**src/rtl/riscv_pkg.sv**
```systemverilog
// ----------------------------------------------------------------------------
// riscv_pkg
//   Shared core definitions: datapath width, the register-file write request
//   record used by the write-port arbiter, and the arbiter's starvation-guard
//   state encoding.
// ----------------------------------------------------------------------------
package riscv_pkg;

   localparam int XLEN = 32;

   // One pending register-file write: destination register plus data.
   typedef struct packed {
      logic [4:0]      rd;
      logic [XLEN-1:0] data;
   } rf_wr_req_t;

   // Starvation guard: IDLE (no blocked head), COUNT (head blocked, counting),
   // FORCE (head takes the port from WB, pipeline frozen).
   typedef enum logic [1:0] {
      ST_IDLE  = 2'd0,
      ST_COUNT = 2'd1,
      ST_FORCE = 2'd2
   } starve_state_t;

   // One-hot decode of a register index into a 32-bit register mask.
   function automatic logic [31:0] rd_onehot(input logic [4:0] rd);
      return 32'd1 << rd;
   endfunction

endpackage

```
**src/rtl/rf_wr_fifo.sv**
```systemverilog
// ----------------------------------------------------------------------------
// rf_wr_fifo
//   DEPTH-entry synchronous FIFO of rf_wr_req_t holding side-requester writes
//   until the register-file port is free. Exposes the head entry, full/empty,
//   a per-slot valid vector and the per-slot destination registers so the
//   arbiter can build the pending-rd mask.
//
// Parameters
//   DEPTH       number of entries (power of 2, >= 2)
// Ports
//   clk         clock, rising edge
//   rst         asynchronous reset, active-low
//   push_i      write din_i at the tail (ignored while full)
//   pop_i       drop the head entry (ignored while empty)
//   din_i       entry to push
//   head_o      current head entry (undefined while empty)
//   full_o      all DEPTH entries occupied
//   empty_o     no entries occupied
//   valid_o     per-slot occupancy, indexed by physical slot
//   rd_vec_o    per-slot destination register, slot i at [5*i +: 5]
// ----------------------------------------------------------------------------
module rf_wr_fifo
   import riscv_pkg::*;
#(
   parameter int DEPTH = 4
) (
   input  logic               clk,
   input  logic               rst,
   input  logic               push_i,
   input  logic               pop_i,
   input  rf_wr_req_t         din_i,
   output rf_wr_req_t         head_o,
   output logic               full_o,
   output logic               empty_o,
   output logic [DEPTH-1:0]   valid_o,
   output logic [5*DEPTH-1:0] rd_vec_o
);

   localparam int PW = $clog2(DEPTH);
   localparam int CW = PW + 1;

   rf_wr_req_t        r_mem [DEPTH];
   logic [PW-1:0]     r_wr_ptr;
   logic [PW-1:0]     r_rd_ptr;
   logic [CW-1:0]     r_count;
   logic [DEPTH-1:0]  r_valid;

   logic              w_push;
   logic              w_pop;

   assign full_o  = (r_count == CW'(DEPTH));
   assign empty_o = (r_count == '0);

   // A push is refused while full even if the head pops in the same cycle.
   assign w_push = push_i & ~full_o;
   assign w_pop  = pop_i  & ~empty_o;

   // Pointers are PW bits wide, so they wrap modulo DEPTH by overflow.
   always_ff @(posedge clk or negedge rst) begin
      if (!rst) begin
         r_wr_ptr <= '0;
         r_rd_ptr <= '0;
         r_count  <= '0;
         r_valid  <= '0;
      end else begin
         if (w_push) begin
            r_wr_ptr          <= r_wr_ptr + 1'b1;
            r_valid[r_wr_ptr] <= 1'b1;
         end
         // Push and pop never hit the same slot: that would need a full FIFO
         // (push refused) or an empty one (pop refused).
         if (w_pop) begin
            r_rd_ptr          <= r_rd_ptr + 1'b1;
            r_valid[r_rd_ptr] <= 1'b0;
         end
         case ({w_push, w_pop})
            2'b10:   r_count <= r_count + 1'b1;
            2'b01:   r_count <= r_count - 1'b1;
            default: r_count <= r_count;
         endcase
      end
   end

   // NOTE: storage has no reset; occupancy is tracked by r_valid/r_count, so
   // stale contents are never observed and the array can map to plain RAM.
   always_ff @(posedge clk) begin
      if (w_push) begin
         r_mem[r_wr_ptr] <= din_i;
      end
   end

   assign head_o  = r_mem[r_rd_ptr];
   assign valid_o = r_valid;

   always_comb begin
      rd_vec_o = '0;
      for (int i = 0; i < DEPTH; i++) begin
         rd_vec_o[5*i +: 5] = r_mem[i].rd;
      end
   end

endmodule

```
**src/rtl/rf_write_arbiter.sv**
```systemverilog
// ----------------------------------------------------------------------------
// rf_write_arbiter
//   Shares the register file's single write port between the in-order WB
//   stage and a long-latency side requester (mul/div). Side results are
//   queued in rf_wr_fifo and drained on cycles where WB does not write. The
//   registers targeted by queued writes are exported as pend_mask_o so the
//   hazard unit can hold dependent instructions.
//
//   Optional feature macro: RF_ARB_STARVE_EN
//     When defined, a starvation guard counts cycles the FIFO head is blocked
//     by WB; after STARVE_LIMIT such cycles it raises stall_o and gives the
//     port to the head for one write. When undefined, WB always wins and
//     stall_o is tied low.
//
// Parameters
//   DEPTH         side FIFO entries (power of 2, >= 2)
//   STARVE_LIMIT  blocked cycles before a forced drain (RF_ARB_STARVE_EN only)
// Ports
//   clk           clock, rising edge
//   rst           asynchronous reset, active-low
//   wb_we_i       WB-stage write enable
//   wb_rd_i       WB-stage destination register
//   wb_data_i     WB-stage write data
//   side_valid_i  side request valid
//   side_ready_o  side request accepted when valid & ready
//   side_rd_i     side destination register
//   side_data_i   side write data
//   rf_we_o       register file write enable
//   rf_rd_o       register file write address
//   rf_wdata_o    register file write data
//   pend_mask_o   bit r set while a queued side write targets xr
//   stall_o       pipeline freeze request to the hazard unit
// ----------------------------------------------------------------------------
module rf_write_arbiter
   import riscv_pkg::*;
#(
   parameter int DEPTH = 4
`ifdef RF_ARB_STARVE_EN
   ,
   parameter int STARVE_LIMIT = 8
`endif
) (
   input  logic            clk,
   input  logic            rst,
   input  logic            wb_we_i,
   input  logic [4:0]      wb_rd_i,
   input  logic [XLEN-1:0] wb_data_i,
   input  logic            side_valid_i,
   output logic            side_ready_o,
   input  logic [4:0]      side_rd_i,
   input  logic [XLEN-1:0] side_data_i,
   output logic            rf_we_o,
   output logic [4:0]      rf_rd_o,
   output logic [XLEN-1:0] rf_wdata_o,
   output logic [31:0]     pend_mask_o,
   output logic            stall_o
);

   rf_wr_req_t         w_head;
   rf_wr_req_t         w_side_req;
   logic               w_full;
   logic               w_empty;
   logic [DEPTH-1:0]   w_valid;
   logic [5*DEPTH-1:0] w_rd_vec;

   logic               w_wb_req;
   logic               w_force;
   logic               w_grant_wb;
   logic               w_push;
   logic               w_pop;

   // ---------------------------------------------------------------------
   // Side request acceptance
   // ---------------------------------------------------------------------
   // Ready is held low during reset so nothing is handshaken while the FIFO
   // is being cleared.
   assign side_ready_o = rst & ~w_full;

   // Writes to x0 are acknowledged but never queued.
   assign w_push = side_valid_i & side_ready_o & (side_rd_i != 5'd0);

   assign w_side_req.rd   = side_rd_i;
   assign w_side_req.data = side_data_i;

   // ---------------------------------------------------------------------
   // Port mux
   // ---------------------------------------------------------------------
   // WB writes to x0 are architectural no-ops, so they neither use the port
   // nor block the FIFO from draining.
   assign w_wb_req   = wb_we_i & (wb_rd_i != 5'd0);
   assign w_grant_wb = w_wb_req & ~w_force;
   assign w_pop      = rst & ~w_empty & ~w_grant_wb;

   assign rf_we_o    = rst & (w_grant_wb | ~w_empty);
   assign rf_rd_o    = w_grant_wb ? wb_rd_i   : w_head.rd;
   assign rf_wdata_o = w_grant_wb ? wb_data_i : w_head.data;

   // ---------------------------------------------------------------------
   // Side FIFO
   // ---------------------------------------------------------------------
   rf_wr_fifo #(
      .DEPTH (DEPTH)
   ) u_fifo (
      .clk      (clk),
      .rst      (rst),
      .push_i   (w_push),
      .pop_i    (w_pop),
      .din_i    (w_side_req),
      .head_o   (w_head),
      .full_o   (w_full),
      .empty_o  (w_empty),
      .valid_o  (w_valid),
      .rd_vec_o (w_rd_vec)
   );

   // ---------------------------------------------------------------------
   // Pending-rd mask
   // ---------------------------------------------------------------------
   // Built only from FIFO state registers, so it changes only at clock edges
   // (or asynchronously to zero on reset) and behaves as a registered output.
   // NOTE: every variable written in an always_comb block gets a default
   // first, so no path leaves it unassigned and no latch is inferred.
   always_comb begin
      pend_mask_o = '0;
      for (int i = 0; i < DEPTH; i++) begin
         if (w_valid[i]) begin
            pend_mask_o = pend_mask_o | rd_onehot(w_rd_vec[5*i +: 5]);
         end
      end
   end

   // ---------------------------------------------------------------------
   // Starvation guard
   // ---------------------------------------------------------------------
`ifdef RF_ARB_STARVE_EN
   localparam int CNT_W = $clog2(STARVE_LIMIT) + 1;

   starve_state_t      r_state;
   starve_state_t      w_state_nxt;
   logic [CNT_W-1:0]   r_cnt;
   logic [CNT_W-1:0]   w_cnt_nxt;
   logic               w_blocked;

   // The head is blocked whenever something is queued but not popped.
   assign w_blocked = ~w_empty & ~w_pop;

   // NOTE: sequential state uses non-blocking assignments so every register
   // samples the pre-edge values of its peers, independent of block order.
   always_ff @(posedge clk or negedge rst) begin
      if (!rst) begin
         r_state <= ST_IDLE;
         r_cnt   <= '0;
      end else begin
         r_state <= w_state_nxt;
         r_cnt   <= w_cnt_nxt;
      end
   end

   always_comb begin
      w_state_nxt = r_state;
      w_cnt_nxt   = r_cnt;
      case (r_state)
         ST_IDLE, ST_COUNT: begin
            if (w_blocked) begin
               // The block seen while the count sits at LIMIT-1 is the one
               // that trips the guard.
               if (r_cnt == CNT_W'(STARVE_LIMIT - 1)) begin
                  w_state_nxt = ST_FORCE;
                  w_cnt_nxt   = '0;
               end else begin
                  w_state_nxt = ST_COUNT;
                  w_cnt_nxt   = r_cnt + 1'b1;
               end
            end else begin
               // Either the head popped or the FIFO is empty.
               w_state_nxt = ST_IDLE;
               w_cnt_nxt   = '0;
            end
         end
         ST_FORCE: begin
            // The head owns the port here, so it pops at this edge.
            if (w_pop || w_empty) begin
               w_state_nxt = ST_IDLE;
               w_cnt_nxt   = '0;
            end
         end
         default: begin
            w_state_nxt = ST_IDLE;
            w_cnt_nxt   = '0;
         end
      endcase
   end

   assign w_force = (r_state == ST_FORCE);
   assign stall_o = w_force;
`else
   assign w_force = 1'b0;
   assign stall_o = 1'b0;
`endif

endmodule

```
**config.mk**
```make
export PLATFORM = sky130hd
export DESIGN_NAME = rf_write_arbiter
export DESIGN_NICKNAME = d
export VERILOG_FILES = /design/src/rtl/riscv_pkg.sv /design/src/rtl/rf_wr_fifo.sv /design/src/rtl/rf_write_arbiter.sv
export SDC_FILE = /design/constraint.sdc
export NUM_CORES = 1
export LEC_CHECK = 0
export CAP_MARGIN = 15
export CELL_PAD_IN_SITES_DETAIL_PLACEMENT = 0
export CELL_PAD_IN_SITES_GLOBAL_PLACEMENT = 1
export CORE_MARGIN = 5
export CORE_UTILIZATION = 43
export DETAILED_ROUTE_END_ITERATION = 12
export PLACE_DENSITY_LB_ADDON = 0.05
export SETUP_SLACK_MARGIN = 0.1
export SYNTH_ARGS = -nofsm -noshare
export SYNTH_HDL_FRONTEND = slang
export SYNTH_SLANG_ARGS = --single-unit
```
**constraint.sdc**
```tcl
create_clock -name clk -period 4.8 [get_ports clk]
set_clock_uncertainty 0.15 [all_clocks]
set_input_delay 1.44 -clock clk [delete_from_list [all_inputs] [get_ports clk]]
set_output_delay 1.44 -clock clk [all_outputs]
set_load 0.05 [all_outputs]
```
==> results.json <==
{
  "outcome": "finished, final reports clean",
  "arrival_ns": 3.15,
  "min-delay-start": "u_fifo.r_count[2]",
  "cap_violations": 0,
  "cts_sinks": 159,
  "dp_hpwl_um": 13550,
  "yosysTopAreaCell": "edfxtp_1",
  "crit_required_ns": 3.21,
  "p_leak_nw": 3.580,
  "synth_top_area_share_pct": 58.60,
  "fin_nets": 752,
  "worstMarginPinSlew_ns": 1.019,
  "crit_fanout": 7,
  "worstSetupStartpointType": "input port",
  "hp-class": "flip-flop to flip-flop",
  "dieArea_um2": 20390,
  "first_iter_violations": 552,
  "seq_area_frac_synth_pct": 62.23,
  "reg2reg_setup_slack_ns": 2.21,
  "layout_common_cells": "edfxtp_1, clkdlybuf4s50_1, nand2_1",
  "grt_antenna_before_repair": 0,
  "syn_area_um2": 7584,
  "hold_violations": 0,
  "yosysUniqueCellTypes": 49,
  "period_minus_slack_ns": 4.744,
  "postRouteAntennaNets": 0,
  "grt_max_degree": 42,
  "core_area_um2": 17300,
  "drc": 0,
  "wirelength_um": 20330,
  "drtPass1Iterations": 5,
  "place_area_um2": 9399,
  "cts_tree": "built",
  "area_growth_pct": 36.88,
  "die_y_um": 142.8,
  "cts_buffers": 17,
  "synthTopCellsByArea": "edfxtp_1, mux4_2, dfrtp_1",
  "rsz0062_at_grt": "true",
  "holdPathEnd": "u_fifo.r_count[2]",
  "cts_buffer_depth": 2,
  "reg2reg_to": "u_fifo.r_count[2]",
  "hold_depth": 1,
  "slew_headroom_pct": 32.05,
  "vias": 5195,
  "port_buffers": 148,
  "vias_per_cell": 5.759,
  "irDropWorstVdd_mv": 0.3428,
  "root_buffer": "clkbuf_16",
  "mostFrequentLayoutCell": "edfxtp_1",
  "ys.flop_type": "edfxtp_1",
  "rr_worst_depth": 9,
  "synth_nets": 587,
  "postSynthCellCount": 499,
  "slowest_delay_ns": 0.54,
  "htreeDepth": 4,
  "slew_violations": 0,
  "n_antenna_cell": 0,
  "insertion_delay_ns": 0.42,
  "gp_congestion": 0.9293,
  "async_flop_share_pct": 6.918,
  "pin_count": 150,
  "finalSetupViolCount": 0,
  "num_rows": 48,
  "setup-tns-final_ns": 0,
  "grt_pass1_wl_um": 31480,
  "routedWlPerCell_um": 22.54,
  "cp_slowest_cell": "or4_4",
  "endpoint_kind": "output pin",
  "start_util_pct": 43.84,
  "path_cells": "buf_6 -> or4_4 -> o21ai_4 -> buf_12 -> buf_12 -> buf_12 -> mux2_4 -> buf_8",
  "dieWidth_um": 142.8,
  "r2r-start": "u_fifo.r_count[0]",
  "ys_ff_latch": 159,
  "drive_above_1_share_pct": 28.21,
  "grt_usage_pct": 20.37,
  "grt_pass1_vias": 5385,
  "synth_edf_count": 148,
  "synth.avg_cell_area_um2": 15.20,
  "gr-total-overflow": 0,
  "cp_common_cell": "buf_12",
  "worst_slack_ns": 0.05635,
  "clk_pin_slew_worst_paths_ns": 0.06,
  "pre_cts_ws_ns": -0.2013,
  "fin_crit_sh_pct": 98.83,
  "crit_type": "input port to output pin",
  "design_area_um2": 10380,
  "max_freq_mhz": 210.8,
  "ys_warn_count": 0,
  "power_density_nw_per_um2": 512.9
}
## Yosys cell counts (2+ instances only)
master     number
a21oi_1         4
a221oi_1        3
a222oi_1        3
a22oi_1        15
a2bb2oi_1       4
a32oi_1         7
and2_1          2
and3b_1         2
buf_2           4
buf_4           2
buf_6           5
clkbuf_1       19
dfrtp_1        11
edfxtp_1      148
ha_1            9
inv_1           9
mux2_1         15
mux2_2         19
mux4_2         37
nand2_1        50
nand2b_1       11
nand3_1        12
nand3b_1        2
nand4_1         4
nor2_1         24
nor2b_1        12
nor3_1          8
nor3b_1         5
nor4b_1         2
o211ai_1       17
o21ai_0         3
o311ai_0        5
o31ai_1         3
or2_2           3
or4_1           3
xnor2_1         3
xor2_1          2
## flip-flops by register name (all words and copies together) (netlist names)
name	count
u_fifo.r_mem	148
u_fifo.valid_o	4
u_fifo.r_count	3
u_fifo.r_rd_ptr	2
u_fifo.r_wr_ptr	2
## routing by layer
layer	global-route usage (%)	wire length, um	vias to the layer above
li1	-	-	2326
met1	27.77	8297	2596
met2	33.28	10150	246
met3	3.985	1542	27
met4	6.353	337	0
met5	0	0	-
## through the flow
step	hold slack (ns)	instances	util, %	total power [mW]
2_1_floorplan	0.3070	499	-	3.182
3_3_place_gp	0.3238	865	54.34	3.814
3_5_place_dp	0.3365	865	54.34	3.829
4_1_cts	0.3495	902	59.28	5.311
5_1_grt	0.3827	902	60.01	5.571
6_report	0.3450	902	60.01	5.324
## critical path: cells and delay by family
| kind | cells | cell delay, ns |
|---|---|---|
| compound gates | 1 | 0.18 |
| simple gates | 1 | 0.54 |
| mux | 1 | 0.32 |
| buf+inv | 5 | 0.65 |
## kinds of logic after synthesis
kind of cell / after synthesis / synth area share (%)
compound gates: 70 / 7.243
xor+xnor: 5 / 0.5776
fa+ha+maj: 10 / 1.749
buf+inv: 39 / 2.590
flops: 159 / 62.23
mux: 72 / 16.17
other cells: 1 / 0.04945
simple gates: 143 / 9.388
## layout make-up
class	instances	area [um2]
multi-input cells	301	2815
flip-flops and latches	159	4722
well taps	225	281.5
inverters	9	33.78
clock inverters	14	172.7
clock buffers	18	429.2
fillers	1333	6917
repair buffers	176	1926
## power by group
part	switching (mW)	internal (mW)	leakage, nW
clock network	0.567	0.788	0.290
logic	1.10	0.955	1.82
registers	0.209	1.71	1.47
total	1.87	3.45	3.58
## what timing repair did
action,CTS,global route
gates resized for setup,60,39
hold buffers,0,0
endpoints found under the hold margin,0,0
gates cloned,2,0
pin swaps,0,6
endpoints found under the setup margin,38,35
buffers inserted,3,0
## worst max-delay path by stage
| stage | startpoint | endpoint | depth (start not counted) |
|---|---|---|---|
| 4_1_cts | wb_rd_i[1] | rf_wdata_o[8] | 8 |
| 2_1_floorplan | wb_rd_i[2] | rf_we_o | 5 |
| 6_report | wb_rd_i[2] | rf_wdata_o[6] | 8 |
| 5_1_grt | wb_rd_i[2] | rf_wdata_o[3] | 8 |
| 3_5_place_dp | wb_rd_i[1] | rf_wdata_o[6] | 6 |
| 3_3_place_gp | wb_rd_i[1] | rf_wdata_o[25] | 6 |
Power figures use the tool's default switching activity.
